==> config.mk <==
export PLATFORM = sky130hd
export DESIGN_NAME = scan_sequencer
export DESIGN_NICKNAME = d
export VERILOG_FILES = /design/src/rtl/scan_sequencer.sv
export SDC_FILE = /design/constraint.sdc
export NUM_CORES = 1
export LEC_CHECK = 0
export CAP_MARGIN = 20
export CELL_PAD_IN_SITES_DETAIL_PLACEMENT = 1
export CELL_PAD_IN_SITES_GLOBAL_PLACEMENT = 1
export CORE_ASPECT_RATIO = 1.1
export CORE_MARGIN = 3
export CORE_UTILIZATION = 30
export DETAILED_ROUTE_END_ITERATION = 10
export GPL_ROUTABILITY_DRIVEN = 0
export PLACE_DENSITY_LB_ADDON = 0.1
export SLEW_MARGIN = 20
export SYNTH_ARGS = -nofsm -noshare
export SYNTH_HDL_FRONTEND = slang
export SYNTH_SLANG_ARGS = --single-unit
export TNS_END_PERCENT = 50
==> constraint.sdc <==
create_clock -name clk -period 3.2 [get_ports clk]
set_clock_uncertainty 0.1 [all_clocks]
set_input_delay 0.32 -clock clk [delete_from_list [all_inputs] [get_ports clk]]
set_output_delay 0.32 -clock clk [all_outputs]
set_load 0.02 [all_outputs]
==> src/rtl/scan_sequencer.sv <==
// scan_sequencer: PLC-style scan-cycle controller for the VSLC core.
// Each scan snapshots inputs, fetches/executes until END_OP, commits outputs, then waits out the period.
module scan_sequencer #(
   parameter int         PC_WIDTH    = 8,
   parameter int         SCAN_PERIOD = 32,
   parameter int         MAX_INSTR   = 16,
   parameter logic [7:0] END_OP      = 8'hFF
) (
   input  logic                clk,
   input  logic                rst_n,
   input  logic                ena,
   input  logic [7:0]          ui_in,
   output logic [7:0]          in_snap,
   output logic                stack_clr,
   output logic                fetch_req,
   output logic [PC_WIDTH-1:0] fetch_addr,
   input  logic                fetch_ack,
   input  logic [7:0]          fetch_data,
   output logic                exec_valid,
   output logic [7:0]          exec_instr,
   input  logic                exec_ready,
   input  logic                exec_jump,
   input  logic [PC_WIDTH-1:0] exec_target,
   output logic                out_commit,
   output logic [7:0]          scan_count,
   output logic                wdt_fault,
   output logic                overrun
);

   localparam int TW = $clog2(SCAN_PERIOD);
   localparam int IW = $clog2(MAX_INSTR + 1);

   localparam logic [2:0] S_IDLE   = 3'd0;
   localparam logic [2:0] S_SNAP   = 3'd1;
   localparam logic [2:0] S_FETCH  = 3'd2;
   localparam logic [2:0] S_EXEC   = 3'd3;
   localparam logic [2:0] S_COMMIT = 3'd4;
   localparam logic [2:0] S_WAIT   = 3'd5;

   localparam logic [TW-1:0]       T_ZERO  = {TW{1'b0}};
   localparam logic [TW-1:0]       T_ONE   = TW'(1);
   localparam logic [TW-1:0]       T_MAX   = TW'(SCAN_PERIOD - 1);
   // timer reads 0 the cycle after SNAP, so the period closes one count early to land SNAPs SCAN_PERIOD apart.
   localparam logic [TW-1:0]       T_EXIT  = TW'(SCAN_PERIOD - 2);
   localparam logic [IW-1:0]       I_ZERO  = {IW{1'b0}};
   localparam logic [IW-1:0]       I_ONE   = IW'(1);
   localparam logic [IW-1:0]       I_LAST  = IW'(MAX_INSTR - 1);
   localparam logic [PC_WIDTH-1:0] PC_ZERO = {PC_WIDTH{1'b0}};
   localparam logic [PC_WIDTH-1:0] PC_ONE  = PC_WIDTH'(1);

   logic [2:0]          state_r;
   logic [2:0]          state_s;
   logic [PC_WIDTH-1:0] pc_r;
   logic [7:0]          instr_r;
   logic [IW-1:0]       icount_r;
   logic [TW-1:0]       timer_r;
   logic                period_done_s;
   logic                in_scan_s;

   assign period_done_s = (timer_r >= T_EXIT);
   assign in_scan_s     = (state_r == S_FETCH) || (state_r == S_EXEC) || (state_r == S_COMMIT);
   assign fetch_addr    = pc_r;
   assign exec_instr    = instr_r;

   // Next-state decode of the scan sequence.
   always_comb begin
      state_s = state_r;
      case (state_r)
         S_IDLE: begin
            if (ena) state_s = S_SNAP;
            else     state_s = S_IDLE;
         end
         S_SNAP: state_s = S_FETCH;
         S_FETCH: begin
            if (fetch_ack) begin
               if (fetch_data == END_OP) state_s = S_COMMIT;
               else                      state_s = S_EXEC;
            end else begin
               state_s = S_FETCH;
            end
         end
         S_EXEC: begin
            if (exec_ready) begin
               if (icount_r == I_LAST) state_s = S_WAIT;
               else                    state_s = S_FETCH;
            end else begin
               state_s = S_EXEC;
            end
         end
         S_COMMIT: state_s = S_WAIT;
         S_WAIT: begin
            if (period_done_s) begin
               if (ena) state_s = S_SNAP;
               else     state_s = S_IDLE;
            end else begin
               state_s = S_WAIT;
            end
         end
         default: state_s = S_IDLE;
      endcase
   end

   // State register.
   always_ff @(posedge clk or negedge rst_n) begin
      if (!rst_n) state_r <= S_IDLE;
      else        state_r <= state_s;
   end

   // Program counter, instruction count, period timer, counters and sticky faults.
   always_ff @(posedge clk or negedge rst_n) begin
      if (!rst_n) begin
         pc_r       <= PC_ZERO;
         instr_r    <= 8'h00;
         icount_r   <= I_ZERO;
         timer_r    <= T_ZERO;
         in_snap    <= 8'h00;
         scan_count <= 8'h00;
         wdt_fault  <= 1'b0;
         overrun    <= 1'b0;
      end else begin
         if (state_r == S_SNAP)   timer_r <= T_ZERO;
         else if (timer_r != T_MAX) timer_r <= timer_r + T_ONE;
         else                     timer_r <= timer_r;

         case (state_r)
            S_SNAP: begin
               in_snap  <= ui_in;
               pc_r     <= PC_ZERO;
               icount_r <= I_ZERO;
            end
            S_FETCH: begin
               if (fetch_ack) instr_r <= fetch_data;
            end
            S_EXEC: begin
               if (exec_ready) begin
                  pc_r     <= exec_jump ? exec_target : (pc_r + PC_ONE);
                  icount_r <= icount_r + I_ONE;
                  if (icount_r == I_LAST) wdt_fault <= 1'b1;
               end
            end
            S_COMMIT: scan_count <= scan_count + 8'd1;
            default: ;
         endcase

         if (in_scan_s && period_done_s) overrun <= 1'b1;
      end
   end

   // Handshake and pulse outputs registered from the next state so they align with the state register.
   always_ff @(posedge clk or negedge rst_n) begin
      if (!rst_n) begin
         stack_clr  <= 1'b0;
         fetch_req  <= 1'b0;
         exec_valid <= 1'b0;
         out_commit <= 1'b0;
      end else begin
         stack_clr  <= (state_s == S_SNAP);
         fetch_req  <= (state_s == S_FETCH);
         exec_valid <= (state_s == S_EXEC);
         out_commit <= (state_s == S_COMMIT);
      end
   end

endmodule

==> results of run 1 <==
==> per-layer routing <==
layer | vias up | track usage, % | wire length [µm]
li1 | 865 | - | -
met1 | 893 | 15.7 | 2460
met2 | 47 | 20.8 | 2610
met3 | 4 | 3.60 | 360
met4 | 0 | 3.09 | 46
met5 | - | 0 | 0
==> per-stage QoR <==
stage	std cells	instance area [µm²]	setup WS [ns]	utilization, %
after detailed placement	370	3170	0.977	41.5
after global routing	378	3250	0.839	42.6
after CTS	378	3250	1.12	42.6
after global placement	370	3170	1.06	41.5
after floorplan	206	2430	1.48	-
final	378	3250	1.15	42.6
==> power by group through the flow <==
stage	clock network, mW	logic, mW	registers, mW
floorplan	0	0.498	1.22
global placement	0	1.11	1.08
detailed placement	0	1.13	1.08
CTS	0.385	1.13	1.07
global route	0.413	1.21	1.11
finish	0.358	1.11	1.06
==> how the worst min path moves through the flow <==
| stage | depth (start not counted) | endpoint | from |
|---|---|---|---|
| floorplan | 0 | exec_instr[0] | rst_n |
| global placement | 1 | scan_count[6] | rst_n |
| detailed placement | 1 | scan_count[6] | rst_n |
| CTS | 1 | scan_count[6] | rst_n |
| global route | 1 | scan_count[6] | rst_n |
| finish | 1 | scan_count[6] | rst_n |
==> area by class of cell <==
cell class	count	area, µm²
clock buffers	7	76.3
clock inverters	1	5.00
fillers	832	4380
inverters	4	17.5
multi-input cells	141	1070
flip-flops and latches	51	1280
well taps	105	131
repair buffers	69	681
==> state kept, by name, summed over array words and instances, names as in the netlist, 3 cells and up <==
name        flops
exec_instr      8
in_snap         8
icount_r        5
fetch_addr      8
state_r         3
timer_r         5
scan_count      8
==> cell usage in the layout, fill, tap and decap left out, types with 2 or more instances in the layout <==
cell | netlist | routed
o21ai_0 | 15 | 15
nand4b_1 | 2 | 2
and3_1 | 6 | 6
nor3_1 | 4 | 4
nand3_1 | 4 | 4
inv_1 | 3 | 3
nand4_1 | 7 | 7
nor2_1 | 14 | 14
xor2_1 | 6 | 6
and2_1 | 2 | 2
nor3b_1 | 3 | 3
a21oi_1 | 4 | 4
nor3b_4 | 2 | 2
nor2b_1 | 4 | 4
o31a_1 | 2 | 2
a311oi_1 | 2 | 2
clkbuf_1 | 3 | 2
nand2b_1 | 4 | 4
mux2i_1 | 3 | 3
clkdlybuf4s50_1 | 0 | 66
dfrtp_1 | 51 | 51
mux2_2 | 17 | 17
nand2_1 | 12 | 12
clkbuf_8 | 0 | 5
ha_1 | 7 | 7
and4b_1 | 2 | 2
a22oi_1 | 2 | 2
buf_4 | 3 | 2
xnor2_1 | 6 | 6
==> logic make-up (layout without fill, tap and decap cells) <==
kind of cell | Yosys count | in the layout | synth area share [%]
compound gates | 32 | 32 | 9.18
xor+xnor | 12 | 12 | 4.33
fa+ha+maj | 7 | 7 | 3.61
buf+inv | 14 | 81 | 3.45
flops | 51 | 51 | 52.6
mux | 20 | 20 | 9.12
simple gates | 70 | 70 | 17.7
==> results.py, run 1 <==
metrics = {
    "status": {
        "status": "complete, but fails checks",
        "violations": "negative hold slack",
    },
    "hold_path": {
        "hold_path_class": "input port to async pin",
    },
    "clock_tree": {
        "cts_root_buf": "clkbuf_8",
        "htreeDepth": 2,
        "clock_sinks": 51,
        "numCtsBuffers": 5,
        "ctsResizeCount": 0,
        "clkLatencyLatePin_ns": 0.30,
        "clk_pin_slew_ns": 0.09,
        "clock_path_buffers": 2,
        "postCtsSetupBuffers": 0,
        "cts_hold_buf": 0,
        "cts_tree": "yes",
    },
    "critical_path": {
        "path_class": "register to register",
        "crit_path_top_delay_cell": "dfrtp_1",
        "slowest_delay_ns": 0.61,
        "worstReg2RegEnd": "fetch_addr[6]",
        "crit_path_start_kind": "register",
        "required_ns": 3.31,
        "end_kind": "register",
        "reg2regPathDepth": 4,
        "crit_top_cell": "o21ai_0",
        "cp.depth": 4,
        "cp_max_fo": 16,
        "r2r_slack_ns": 1.15,
        "cp-endpoint": "fetch_addr[6]",
        "crit_chain": "nand4b_1 -> a311oi_1 -> o21ai_0 -> o21ai_0",
        "timing.rr.start": "state_r[0]",
        "crit_buf_inv": 0,
        "critPathTopFamily": "compound AO/OA/AOI/OAI gates",
        "startpoint": "state_r[0]",
        "crit_arrival_ns": 2.16,
    },
    "synth": {
        "ys.flop_type": "dfrtp_1",
        "syn_inst": 206,
        "synthArstFlopShare_pct": 100,
        "yosysUniqueCellTypes": 41,
        "synthTopCellsByArea": "dfrtp_1, mux2_2, ha_1",
        "yosys_register_bits": 51,
        "synth_area_leader_cell": "dfrtp_1",
        "synthTopCellsByCount": "dfrtp_1, mux2_2, o21ai_0",
        "synth_most_common_cell": "dfrtp_1",
        "yosysWarnings": 0,
        "avgSynthCellArea_um2": 11.8,
        "synth_sequential_area_ratio_pct": 52.6,
        "synth_top_area_share_pct": 52.6,
        "synth_area_mm2": 0.00243,
        "synth_edf_count": 0,
        "syn-num-nets": 243,
    },
    "drt": {
        "routed_wl_um": 5480,
        "ant_nets": 0,
        "num_vias": 1809,
        "drcViolationCount": 0,
        "drt_iter0_markers": 31,
        "drt-pass1-iter-count": 4,
        "wl_per_cell_um": 14.5,
        "vias_per_cell": 4.79,
    },
    "final_layout": {
        "synthToLayoutAreaGrowth_pct": 34.1,
        "n_antenna_cell": 0,
        "nets": 309,
        "drive_gt1_share_pct": 11.7,
    },
    "sta": {
        "timing_hold_violations_final": 5,
        "slew_headroom_pct": 47.6,
        "rsz0062_at_grt": "no",
        "fin_crit_sh_pct": 64.2,
        "setup_viol": 0,
        "hold_ws_ns": -0.0154,
        "max_freq_ghz": 0.487,
        "finalCriticalPeriod_ns": 2.05,
        "max_slew.worst_pin.slew_ns": 0.786,
        "slew_violations": 0,
        "final.setup.tns_ns": 0,
    },
    "floorplanning": {
        "start_util_pct": 31.8,
        "die_x_um": 91.8,
        "rows": 33,
        "core-area_mm2": 0.00764,
        "dieHeight_um": 100,
        "dieArea_mm2": 0.00921,
        "io_pins": 68,
    },
    "global_route": {
        "grt_first_pass_wirelength_um": 9320,
        "antenna_found_initial": 0,
        "grt_pass1_vias": 1897,
        "grt_max_degree": 35,
        "grt_overflow": 0,
        "grt_util_all_layers_pct": 12.4,
    },
    "pwr": {
        "seqPwrFrac_pct": 42.1,
        "clockPowerShare_pct": 14.2,
        "switching_share_pct": 36.8,
        "power.density_mw_per_mm2": 777,
        "switching_power_mw": 0.931,
        "intPower_mw": 1.60,
        "power_leakage_nw": 1.39,
        "ir_worst_vdd_mv": 0.296,
        "combPwrFrac_pct": 43.8,
        "fin_total_pwr_mw": 2.53,
    },
    "run": {
        "maxCapViolCount": 0,
    },
    "placement": {
        "io_buffers": 67,
        "hpwl_um": 3960,
    },
}
Power figures use the tool's default switching activity.
==> run 2, diff against run 1 <==
clock period = 2.1 ns   (was 3.2 ns; I/O delays follow)
==> run 2 against run 1 <==
The run now ends clean. Combinational power is 56% higher. Die area stayed put. Wire length grew 0.82%. Core utilization grew 1.2 points. First-iteration DRC count is 6.5% lower. Cell count grew 1.9%. Clock-buffer cell count down 1. Via count up 2.4%. Critical path depth rose by 3. Global-route usage up 0.39 points. Critical path type unchanged. Largest cell class unchanged. Largest power group unchanged.
==> results.py, run 2 (synthesized netlist as in run 1, its figures left out) <==
metrics = {
    "status": {
        "status": "finished, final reports clean",
    },
    "final_layout": {
        "fin_util_pct": 43.8,
        "multi_input_area_mm2": 0.00107,
        "layout_common_cells": "clkdlybuf4s50_1, dfrtp_1, mux2_2, o21ai_0, nor2_1",
        "seqCellArea_mm2": 0.00128,
        "mostFrequentLayoutCell": "clkdlybuf4s50_1",
        "nets": 316,
        "drive_gt1_share_pct": 14.6,
        "n_antenna_cell": 0,
        "synthToLayoutAreaGrowth_pct": 37.9,
        "num-fill-cells": 838,
    },
    "critical_path": {
        "reg2regPathDepth": 7,
        "r2r_slack_ns": 0.19,
        "end_kind": "register",
        "crit_path_start_kind": "register",
        "cp-endpoint": "stack_clr",
        "required_ns": 2.19,
        "worstReg2RegEnd": "stack_clr",
        "startpoint": "icount_r[0]",
        "timing.rr.start": "icount_r[0]",
        "crit_arrival_ns": 2.00,
        "cp_max_fo": 4,
        "path_class": "register to register",
    },
    "sta": {
        "setup_viol": 0,
        "finalCriticalPeriod_ns": 1.91,
        "final.setup.tns_ns": 0,
        "max_slew.worst_pin.slew_ns": 0.439,
        "max_freq_ghz": 0.523,
        "slew_headroom_pct": 70.7,
        "rsz0062_at_grt": "no",
        "hold_ws_ns": 0.240,
        "timing_hold_violations_final": 0,
        "fin_crit_sh_pct": 91.1,
        "slew_violations": 0,
    },
    "drt": {
        "drcViolationCount": 0,
        "vias_per_cell": 4.81,
        "routed_wl_um": 5520,
        "drt_iter0_markers": 29,
        "num_vias": 1852,
        "wl_per_cell_um": 14.3,
        "ant_nets": 0,
        "drt-pass1-iter-count": 4,
    },
    "pwr": {
        "combPwrFrac_pct": 42.6,
        "power.density_mw_per_mm2": 1210,
        "switching_share_pct": 35.6,
        "clockPowerShare_pct": 17.5,
        "switching_power_mw": 1.45,
        "power_leakage_nw": 1.44,
        "ir_worst_vdd_mv": 0.502,
        "seqPwrFrac_pct": 39.8,
        "intPower_mw": 2.61,
    },
    "global_route": {
        "grt_overflow": 0,
        "antenna_found_initial": 0,
        "grt_first_pass_wirelength_um": 9690,
        "grt_pass1_vias": 1998,
        "grt_util_all_layers_pct": 12.8,
        "grt_max_degree": 22,
    },
    "clock_tree": {
        "cts_root_buf": "clkbuf_8",
        "numCtsBuffers": 5,
        "clk_pin_slew_ns": 0.10,
        "clock_sinks": 51,
        "htreeDepth": 2,
        "clock_path_buffers": 2,
        "clkLatencyLatePin_ns": 0.30,
        "cts_tree": "yes",
    },
    "floorplanning": {
        "core-area_mm2": 0.00764,
        "die_x_um": 91.8,
        "start_util_pct": 31.8,
        "io_pins": 68,
        "rows": 33,
        "dieArea_mm2": 0.00921,
        "dieHeight_um": 100,
    },
    "placement": {
        "hpwl_um": 3990,
        "io_buffers": 67,
    },
    "hold_path": {
        "hold_path_class": "input port to async pin",
    },
    "run": {
        "maxCapViolCount": 0,
    },
}
[run 2: cell types whose count changed in the layout (fill, tap and decap cells not counted), sizes merged]
cell	change
buf	+6
bufinv	+1
clkbuf	-1
dlygate4sd3	+1
[run 2: metrics by stage]
stage | instances | worst slack (ns) | total power, mW | instance area, µm²
after floorplan | 206 | 0.380 | 2.62 | 2430
after global placement | 376 | 0.109 | 3.35 | 3220
after detailed placement | 376 | 0.0845 | 3.39 | 3220
after CTS | 385 | 0.167 | 4.13 | 3350
after global routing | 385 | 0.0161 | 4.37 | 3350
final | 385 | 0.187 | 4.06 | 3350
[run 2: cell type report]
class	count	share of cell area [%]
clock buffers	6	2.47
clock inverters	2	1.05
inverters	4	0.523
multi-input cells	141	32.0
flip-flops and latches	51	38.1
well taps	105	3.92
repair buffers	76	22.0
[run 2: per-layer routing]
layer	routed length [µm]	GRT usage [%]	part of all wire, %	vias up
li1	-	-	-	878
met1	2500	16.7	45	922
met2	2630	20.7	48	48
met3	343	3.90	6.2	4
met4	47	3.43	0.85	0
met5	0	0	0	-
[run 2: timing repair]
| item | in CTS | in global routing |
|---|---|---|
| gates resized for setup | 0 | 1 |
| setup endpoints to repair | 0 | 4 |
| setup buffers | 0 | 0 |
| endpoints found under the hold margin | 15 | 0 |
| hold buffers | 1 | 0 |
[run 2: power by group through the flow]
stage / clock network, mW / registers (mW) / logic (mW)
6_report: 0.712 / 1.62 / 1.73
5_1_grt: 0.787 / 1.68 / 1.90
4_1_cts: 0.748 / 1.62 / 1.76
3_5_place_dp: 0 / 1.64 / 1.75
3_3_place_gp: 0 / 1.63 / 1.73
2_1_floorplan: 0 / 1.86 / 0.758
[run 2: worst min path at each step]
stage,to,slack (ns)
5_1_grt,scan_count[6],0.26
2_1_floorplan,exec_instr[0],-0.19
3_3_place_gp,scan_count[3],0.06
4_1_cts,scan_count[4],0.25
3_5_place_dp,scan_count[4],0.05
6_report,scan_count[4],0.24
[run 2: worst max-delay path, stage by stage, from the launching register on]
cell and delay [ns]:
dfrtp_1 0.42, ha_1 0.23, and3_1 0.18, ha_1 0.21, nand3_1 0.09, a21oi_1 0.07, o22ai_1 0.26, and4b_1 0.25
==> run 3, diff against run 2 <==
TNS_END_PERCENT = unset   (was 50)
==> results of run 3 <==
The final DEF is identical to that of run 2; final timing and power are the same.
